--- config.mk ---
export PLATFORM = sky130hd
export DESIGN_NAME = systolic_tile_ctrl
export DESIGN_NICKNAME = d
export VERILOG_FILES = /design/src/rtl/systolic_tile_ctrl.sv
export SDC_FILE = /design/constraint.sdc
export NUM_CORES = 1
export LEC_CHECK = 0
export ABC_CLOCK_PERIOD_IN_PS = 11380
export CAP_MARGIN = 20
export CORE_UTILIZATION = 46
export DETAILED_ROUTE_END_ITERATION = 16
export GPL_TIMING_DRIVEN = 0
export MAX_ROUTING_LAYER = met4
export PLACE_DENSITY = 0.69
export SLEW_MARGIN = 20
export SYNTH_ARGS = -nofsm -noshare
export SYNTH_HDL_FRONTEND = slang
export SYNTH_SLANG_ARGS = --single-unit
--- constraint.sdc ---
create_clock -name clk -period 11.38 [get_ports clk]
set_input_delay 2.276 -clock clk [delete_from_list [all_inputs] [get_ports clk]]
set_output_delay 2.276 -clock clk [all_outputs]
set_load 0.03 [all_outputs]
--- src/rtl/systolic_tile_ctrl.sv ---
// systolic_tile_ctrl: feed / accumulate / drain sequencer for an N x N
// output-stationary MAC array. Optional macro SYSTOLIC_TILE_ACCUM_EN adds keep_psum.
module systolic_tile_ctrl #(
   parameter int N      = 4,
   parameter int KW     = 8,
   parameter int RD_LAT = 1
) (
   input  logic                 clk,
   input  logic                 rst_n,
   input  logic                 start,
   input  logic [KW-1:0]        k_len,
`ifdef SYSTOLIC_TILE_ACCUM_EN
   input  logic                 keep_psum,
`endif
   output logic                 busy,
   output logic                 done,
   output logic [N-1:0]         a_vld,
   output logic [N*KW-1:0]      a_idx,
   output logic [N-1:0]         b_vld,
   output logic [N*KW-1:0]      b_idx,
   output logic                 set_reg,
   output logic                 sel_mux,
   output logic                 out_valid,
   input  logic                 out_ready,
   output logic [$clog2(N)-1:0] out_row
);

   localparam int CW = KW + 1;
   localparam int RW = $clog2(N);
   localparam logic [1:0]    LAT       = 2'(RD_LAT);
   localparam logic [CW-1:0] FEED_XTRA = CW'(2 * N - 3);
   localparam logic [CW-1:0] WAIT_LAST = CW'(RD_LAT - 1);
   localparam logic [RW-1:0] ROW_LAST  = RW'(N - 1);

   typedef enum logic [2:0] {IDLE, FEED, WAIT, DRAIN, FIN} state_t;

   state_t          state_q, state_d, post_wait;
   logic [CW-1:0]   c_q, c_d, feed_last;
   logic [RW-1:0]   d_q, d_d;
   logic [KW-1:0]   k_q, k_d;
   logic            keep_q, keep_d;
   logic [1:0]      acc_sr_q, acc_sr_d;
   logic [3:0]      acc_vec;

   logic            busy_q, busy_d;
   logic            done_q, done_d;
   logic [N-1:0]    a_vld_q, b_vld_q, lane_vld_d;
   logic [N*KW-1:0] a_idx_q, b_idx_q, lane_idx_d;
   logic            set_acc_q, set_acc_d;
   logic            sel_mux_q, sel_mux_d;
   logic            out_valid_q, out_valid_d;
   logic [RW-1:0]   out_row_q, out_row_d;

   assign feed_last = CW'(k_q) + FEED_XTRA;

   // Tile sequencing: state, step counter, drain row counter, captured K.
   always_comb begin
      state_d   = state_q;
      c_d       = c_q;
      d_d       = d_q;
      k_d       = k_q;
      keep_d    = keep_q;
      post_wait = keep_q ? FIN : DRAIN;
      unique case (state_q)
         IDLE: begin
            if (start) begin
               if (k_len != '0) begin
                  k_d     = k_len;
                  c_d     = '0;
                  state_d = FEED;
`ifdef SYSTOLIC_TILE_ACCUM_EN
                  keep_d  = keep_psum;
`else
                  keep_d  = 1'b0;
`endif
               end else begin
                  state_d = FIN;
               end
            end
         end
         FEED: begin
            if (c_q == feed_last) begin
               c_d     = '0;
               state_d = (RD_LAT == 0) ? post_wait : WAIT;
            end else begin
               c_d = c_q + CW'(1);
            end
         end
         WAIT: begin
            if (c_q == WAIT_LAST) begin
               c_d     = '0;
               state_d = post_wait;
            end else begin
               c_d = c_q + CW'(1);
            end
         end
         DRAIN: begin
            if (out_ready) begin
               d_d = d_q + RW'(1);
               if (d_q == ROW_LAST) state_d = FIN;
            end
         end
         FIN:     state_d = IDLE;
         default: state_d = IDLE;
      endcase
      if (state_d == DRAIN && state_q != DRAIN) d_d = '0;
   end

   // Next values of the registered outputs, derived from the next state.
   always_comb begin
      lane_vld_d = '0;
      lane_idx_d = '0;
      for (int i = 0; i < N; i++) begin
         if (state_d == FEED && c_d >= CW'(i) &&
             c_d < CW'(i) + CW'(k_d)) begin
            lane_vld_d[i]          = 1'b1;
            lane_idx_d[i*KW +: KW] = KW'(c_d - CW'(i));
         end
      end
      acc_sr_d    = {acc_sr_q[0], state_q == FEED};
      acc_vec     = {acc_sr_q, state_q == FEED, state_d == FEED};
      set_acc_d   = acc_vec[LAT];
      busy_d      = (state_d != IDLE);
      done_d      = (state_d == FIN);
      sel_mux_d   = (state_d == DRAIN);
      out_valid_d = (state_d == DRAIN);
      out_row_d   = (state_d == DRAIN) ? ROW_LAST - d_d : '0;
   end

   // State and output registers.
   always_ff @(posedge clk or negedge rst_n) begin
      if (!rst_n) begin
         state_q     <= IDLE;
         c_q         <= '0;
         d_q         <= '0;
         k_q         <= '0;
         keep_q      <= 1'b0;
         acc_sr_q    <= '0;
         busy_q      <= 1'b0;
         done_q      <= 1'b0;
         a_vld_q     <= '0;
         a_idx_q     <= '0;
         b_vld_q     <= '0;
         b_idx_q     <= '0;
         set_acc_q   <= 1'b0;
         sel_mux_q   <= 1'b0;
         out_valid_q <= 1'b0;
         out_row_q   <= '0;
      end else begin
         state_q     <= state_d;
         c_q         <= c_d;
         d_q         <= d_d;
         k_q         <= k_d;
         keep_q      <= keep_d;
         acc_sr_q    <= acc_sr_d;
         busy_q      <= busy_d;
         done_q      <= done_d;
         a_vld_q     <= lane_vld_d;
         a_idx_q     <= lane_idx_d;
         b_vld_q     <= lane_vld_d;
         b_idx_q     <= lane_idx_d;
         set_acc_q   <= set_acc_d;
         sel_mux_q   <= sel_mux_d;
         out_valid_q <= out_valid_d;
         out_row_q   <= out_row_d;
      end
   end

   // Drain shift follows the handshake so a stalled row leaves the array untouched.
   assign set_reg   = set_acc_q | (out_valid_q & out_ready);
   assign busy      = busy_q;
   assign done      = done_q;
   assign a_vld     = a_vld_q;
   assign a_idx     = a_idx_q;
   assign b_vld     = b_vld_q;
   assign b_idx     = b_idx_q;
   assign sel_mux   = sel_mux_q;
   assign out_valid = out_valid_q;
   assign out_row   = out_row_q;

endmodule

==> results of run 1 <==
through the flow:
step | setup slack (ns) | instance area, µm² | hold slack [ns] | std cells
4_1_cts | 4.03 | 6080 | 0.564 | 773
3_5_place_dp | 3.70 | 5860 | 0.549 | 757
2_1_floorplan | 5.68 | 4770 | 0.497 | 533
3_3_place_gp | 3.79 | 5840 | 0.524 | 756
6_report | 4.04 | 6080 | 0.564 | 773
5_1_grt | 3.50 | 6080 | 0.587 | 773
cell usage in the layout (no fill, tap or decap), types with 8 or more instances in the layout:
cell,count
nor3_1,9
o21a_1,8
buf_4,40
nor2b_1,8
ha_1,43
a21oi_1,23
clkdlybuf4s50_1,89
nand3_1,17
nor2_1,51
o21ai_0,17
nand2_1,36
a21o_1,9
nand4_1,8
nor4_1,8
clkbuf_8,9
dfrtp_1,64
inv_1,27
clkbuf_1,14
xnor2_1,32
state kept, by name, summed over array words and instances (netlist names):
name and count:
b_idx 32, b_vld 4, busy 1, c_q 9, d_q 2, done 1
k_q 8, out_row 2, out_valid 1, set_acc_q 1, state_q 3
cell families after synthesis:
logic type | Yosys count | synth area share
AND/OR/NAND/NOR | 174 | 0.185
AO/OA/AOI/OAI | 120 | 0.184
buffers and inverters | 91 | 0.104
flip-flops | 64 | 0.335
adder cells (fa/ha/maj) | 44 | 0.115
XOR/XNOR | 38 | 0.0713
multiplexers | 2 | 0.00445
critical path, stage by stage:
cell             delay, ns
clkdlybuf4s50_1       0.52
nor4b_4               0.51
nand2b_1              0.10
clkbuf_1              0.24
a22oi_1               0.67
inv_1                 0.31
ha_1                  0.33
a21oi_1               0.33
nor2_1                0.09
xnor2_1               0.14
ha_1                  0.21
a21o_1                0.17
a21o_1                0.18
a2111oi_0             0.74
nand4_1               0.49
nor3_1                0.29
per-layer routing:
layer / routed length [µm] / GRT usage / vias to the layer above / share of wire
li1: - / - / 2057 / -
met3: 668 / 0.0420 / 17 / 0.051
met4: 203 / 0.0959 / 0 / 0.016
met1: 5850 / 0.327 / 2045 / 0.45
met5: 0 / - / - / 0
met2: 6340 / 0.427 / 121 / 0.49
power by group through the flow:
stage	sequential, mW	combinational (mW)	clock, mW
finish	0.330	1.26	0.225
global route	0.337	1.39	0.238
CTS	0.330	1.26	0.229
detailed placement	0.335	1.25	0
global placement	0.333	1.23	0
floorplan	0.380	0.853	0
layout make-up:
cell class / instances / area (µm²) / share of cell area
multi-input combinational: 378 / 2680 / 0.440
inverter: 30 / 113 / 0.0185
clock inverter: 7 / 100 / 0.0165
buffer: 61 / 385 / 0.0633
clock buffer: 9 / 124 / 0.0204
sequential: 64 / 1600 / 0.263
tap: 133 / 166 / 0.0274
timing repair buffer: 91 / 918 / 0.151
synth_stat cells (9+ instances only):
cell type,n,area share
buf_4,39,0.061
a21o_1,9,0.014
a21oi_1,23,0.024
o21ai_0,18,0.019
nor3_1,9,0.0094
nand2_1,36,0.028
nand3_1,17,0.018
dfrtp_1,64,0.34
xnor2_1,32,0.059
inv_1,27,0.021
ha_1,43,0.11
nor2_1,51,0.040
clkbuf_1,14,0.011
how the worst max path moves through the flow:
stage,startpoint,endpoint,slack [ns],cells past startpoint
floorplan,k_len[7],b_idx[29],5.68,15
global placement,start,b_idx[29],3.79,16
detailed placement,start,b_idx[29],3.70,16
CTS,start,b_idx[29],4.03,16
global route,start,b_idx[29],3.50,16
finish,start,b_idx[29],4.04,16
==> impl_metrics.json, run 1 <==
{
  "status": "completed",
  "cts_root_buffer": "clkbuf_8",
  "tightest_slew_ns": 0.993,
  "hold_class": "reg2reg",
  "num_io_pins": 91,
  "grt_pass1_wl_um": 21700,
  "r2r_end": "b_idx[29]",
  "drtIter0Drc": 229,
  "grt_max_degree": 39,
  "swShare": 0.499,
  "synthArstFlopShare": 1.00,
  "seqPwrFrac": 0.182,
  "wl_per_cell_um": 16.9,
  "worst_skew_pair.late_latency_ns": 0.35,
  "cts_max_path_buffers": 2,
  "slew_violations": 0,
  "tritoncts": "built",
  "wirelength_um": 13100,
  "gp_congestion": 0.951,
  "num_vias": 4240,
  "ctsHoldBuffers": 0,
  "syn_area_mm2": 0.00477,
  "cp-start-kind": "primary input",
  "drt_first_pass_iters": 4,
  "syn_inst": 533,
  "max_freq_ghz": 0.136,
  "hold_end": "d_q[0]",
  "drive_gt1_frac": 0.130,
  "setup_viol_count_final": 0,
  "grt_pass1_vias": 4174,
  "synth-main-ff-cell": "dfrtp_1",
  "path_class": "in2reg",
  "cp-end-kind": "register",
  "grt-ovfl-total": 0,
  "r2r_slack_ns": 5.81,
  "total_power_mw": 1.81,
  "fin_skew_ns": 0.0106,
  "synth_seq_cells": 64,
  "min_period_over_period": 0.645,
  "fin_nets": 690,
  "antenna_found_initial": 0,
  "yosysSeqAreaShare": 0.335,
  "final_util": 0.614,
  "grt.total_usage": 0.262,
  "syn_to_final_growth_pct": 27.4,
  "hold_violations": 0,
  "rsz0062_at_grt": "false",
  "critPathArrivalTime_ns": 7.61,
  "diodes": 0,
  "die_x_um": 104,
  "rr_worst_depth": 16,
  "leakage_nw": 2.83,
  "drc": 0,
  "syn_nets": 588,
  "dpl.hpwl_um": 10100,
  "yosysWarnings": 0,
  "via_per_inst": 5.49,
  "core.rowCount": 36,
  "whs_path_depth": 1,
  "hp-start": "d_q[0]",
  "clock_sinks": 64,
  "p_int_mw": 0.909,
  "cts_buffers": 9,
  "port-buffer-count": 90,
  "cts_setup_buffers": 0,
  "cts_max_level": 3,
  "avgSynthCellArea_um2": 8.96,
  "clockPowerShare": 0.124,
  "synth_cell_types": 72,
  "r2r_start": "state_q[2]",
  "pwr_density_cell_mw_per_mm2": 298,
  "clk_pin_slew_ns": 0.08,
  "synth_edf_count": 0,
  "slew_headroom": 0.334,
  "required_ns": 11.65,
  "cp_max_fo": 10,
  "fin_crit_ns": 7.34,
  "power.switching_mw": 0.905,
  "cap_viol_max_count": 0,
  "setup_tns_ns": 0,
  "die_h_um": 104,
  "antenna_left": 0,
  "p_comb_frac": 0.694,
  "nFillCells": 899,
  "coreArea_mm2": 0.00991,
  "die_area_mm2": 0.0108,
  "postCtsResizedCells": 0,
  "vdd_ir_drop_max_v": 0.000124,
  "initial_utilization": 0.482
}
Power figures use the tool's default switching activity.
==> run 2: changes to the inputs <==
--- a/config.mk
+++ b/config.mk
@@ -5,7 +5,7 @@
 export SDC_FILE = /design/constraint.sdc
 export NUM_CORES = 1
 export LEC_CHECK = 0
-export ABC_CLOCK_PERIOD_IN_PS = 11380
+export ABC_CLOCK_PERIOD_IN_PS = 7300
 export CAP_MARGIN = 20
 export CORE_UTILIZATION = 46
 export DETAILED_ROUTE_END_ITERATION = 16
==> constraint.sdc (replaced) <==
create_clock -name clk -period 7.3 [get_ports clk]
set_input_delay 1.46 -clock clk [delete_from_list [all_inputs] [get_ports clk]]
set_output_delay 1.46 -clock clk [all_outputs]
set_load 0.03 [all_outputs]
==> results of run 2 <==
Same layout as run 1 (identical final DEF). Status: completed.
Main changes from that run: setup slack after placement 3.70 ns -> 0.436 ns; setup slack after layout 4.04 ns -> 0.775 ns; register-to-register setup slack 5.81 ns -> 1.73 ns; total power 1.81 mW -> 2.83 mW; worst IR drop on VDD 0.000124 V -> 0.000194 V
==> RTL change (settings of run 2) <==
`KW`: 8 -> 12.
--- a/src/rtl/systolic_tile_ctrl.sv
+++ b/src/rtl/systolic_tile_ctrl.sv
@@ -3,5 +3,5 @@
 module systolic_tile_ctrl #(
    parameter int N      = 4,
-   parameter int KW     = 8,
+   parameter int KW     = 12,
    parameter int RD_LAT = 1
 ) (
Ports: changed (resized a_idx, b_idx and k_len); port bits go from 91 to 127. The function was not compared with the original's and may differ.
==> RTL change against run 2 <==
Routed wire length grew 48%; design area grew 43%; largest cell class unchanged; setup slack lost 0.22 ns; sequential share of layout area shrank 0.95 points; critical endpoint unchanged; fmax shrank 3.3%; area after synthesis grew 43%; sequential cell count grew 24; register-to-register slack lost 0.21 ns.
Power is left out: it rests on default switching activity, and per cell area and clock period it moved more than threefold.
==> RTL change: results (changes against run 2) <==
{| class="wikitable"
! Metric !! Value
|-
| Max reg flops || 48 (+50%)
|-
| CP max-delay cell || sky130_fd_sc_hd__nor3_1
|-
| Clock Skew || 0.00714 ns (-0.00350 ns)
|-
| Area contributors post-synth || sky130_fd_sc_hd__dfrtp_1, sky130_fd_sc_hd__ha_1, sky130_fd_sc_hd__xnor2_1
|-
| First-pass GRT wire length || 30.6 mm (+41%)
|-
| Signal arrival time at the worst endpoint || 6.99 ns (+0.20 ns)
|-
| Total iterations of the first detailed-routing run || 6 (+2)
|-
| Fraction of layout cells with a size suffix above 1 || 13.7% (+0.75 points)
|-
| Fraction of the mapped netlist area in adder cells || 10.4% (-1.1 points)
|-
| Met1 usage in global routing || 34.5% (+1.8 points)
|-
| Compound-Gate Fraction of Synth Area || 17.0% (-1.4 points)
|-
| Number of distinct library cells after synthesis || 80 (+11%)
|-
| Buffers on Ports || 126 (+40%)
|-
| Delay of the slowest cell on the worst path || 0.50 ns (-0.24 ns)
|-
| Total cell area at the placement stage || 8360 µm² (+43%)
|-
| Average routed wire per standard cell || 17.7 µm (+4.8%)
|-
| Placer Congestion || 0.907 (-4.6%)
|-
| Vias per Instance || 5.53 (+0.88%)
|-
| Crit path from || k_len[8]
|-
| Hpwl dp || 14.8 mm (+46%)
|-
| Slew of the pin with the lowest slew margin || 0.997 ns (+0.00444 ns)
|-
| Launch point of the worst reg-to-reg path || k_q[0]$_DFF_PN0_
|-
| Run status || completed
|-
| Proportion of synthesized chip area in sequential cells || 32.3% (-1.3 points)
|-
| Number of nets in the final layout || 976 (+41%)
|}
-- RTL change: cell count changes after synthesis, sizes merged, moves of 7 or more --
cell / run 2 / this run
dfrtp: 64 / 88
o21ai: 22 / 33
nor2: 51 / 84
clkbuf: 15 / 22
buf: 46 / 66
a21oi: 24 / 37
ha: 43 / 54
nor3: 9 / 20
nand2: 36 / 57
inv: 29 / 36
xor2: 5 / 17
xnor2: 33 / 64
-- RTL change: path summary, 6_finish.rpt --
check                                       to  slack (ns)  depth (start not counted)
setup / recovery           b_idx[29]$_DFF_PN0_        0.55                         20
hold / removal                d_q[1]$_DFF_PN0_        0.57                          2
setup reg to reg           b_idx[29]$_DFF_PN0_        1.52                         18
hold reg to reg               d_q[1]$_DFF_PN0_        0.57                          2
max in group asynchronous     k_q[6]$_DFF_PN0_        5.52                          2
min in group asynchronous   b_vld[3]$_DFF_PN0_        1.15                          1
-- RTL change: cell type report --
cell class                      count  area (µm²)
Sequential cell                    88        2200
Clock buffer                       10         239
Fill cell                        1319        5800
Buffer                             88         569
Inverter                           37         139
Multi-Input combinational cell    555        3940
Tap cell                          184         230
Clock inverter                      6        78.8
Timing Repair Buffer              127        1280
-- RTL change: through the flow --
step / util, % / setup slack, ns
floorplan: - / 1.83
global placement: 57.4 / 0.250
detailed placement: 57.7 / 0.315
CTS: 59.9 / 0.682
global route: 59.9 / 0.0279
finish: 59.9 / 0.551
-- RTL change: worst reg2reg max path, stage by stage (launching register included) --
cell,delay [ns]
sky130_fd_sc_hd__dfrtp_1,0.45
sky130_fd_sc_hd__ha_1,0.30
sky130_fd_sc_hd__o211a_1,0.29
sky130_fd_sc_hd__a311oi_1,0.28
sky130_fd_sc_hd__a41oi_1,0.08
sky130_fd_sc_hd__nor3b_1,0.59
sky130_fd_sc_hd__a21oi_2,0.25
sky130_fd_sc_hd__nor2_1,0.68
sky130_fd_sc_hd__o21ai_1,0.55
sky130_fd_sc_hd__ha_1,0.49
sky130_fd_sc_hd__a21oi_1,0.10
sky130_fd_sc_hd__nand2b_1,0.10
sky130_fd_sc_hd__nor4_1,0.05
sky130_fd_sc_hd__a2bb2oi_1,0.25
sky130_fd_sc_hd__nor2_1,0.05
sky130_fd_sc_hd__or3_1,0.37
sky130_fd_sc_hd__o211ai_1,0.37
sky130_fd_sc_hd__buf_2,0.33
sky130_fd_sc_hd__nor2_1,0.08
-- RTL change: kinds of logic after synthesis --
kind of cell / count (synthesis)
DFF: 88
buffers and inverters: 125
xor gates and xnor gates: 81
and+or+nand+nor: 252
muxes: 8
AOI/OAI and AO/OA: 157
adders and majority gates: 57
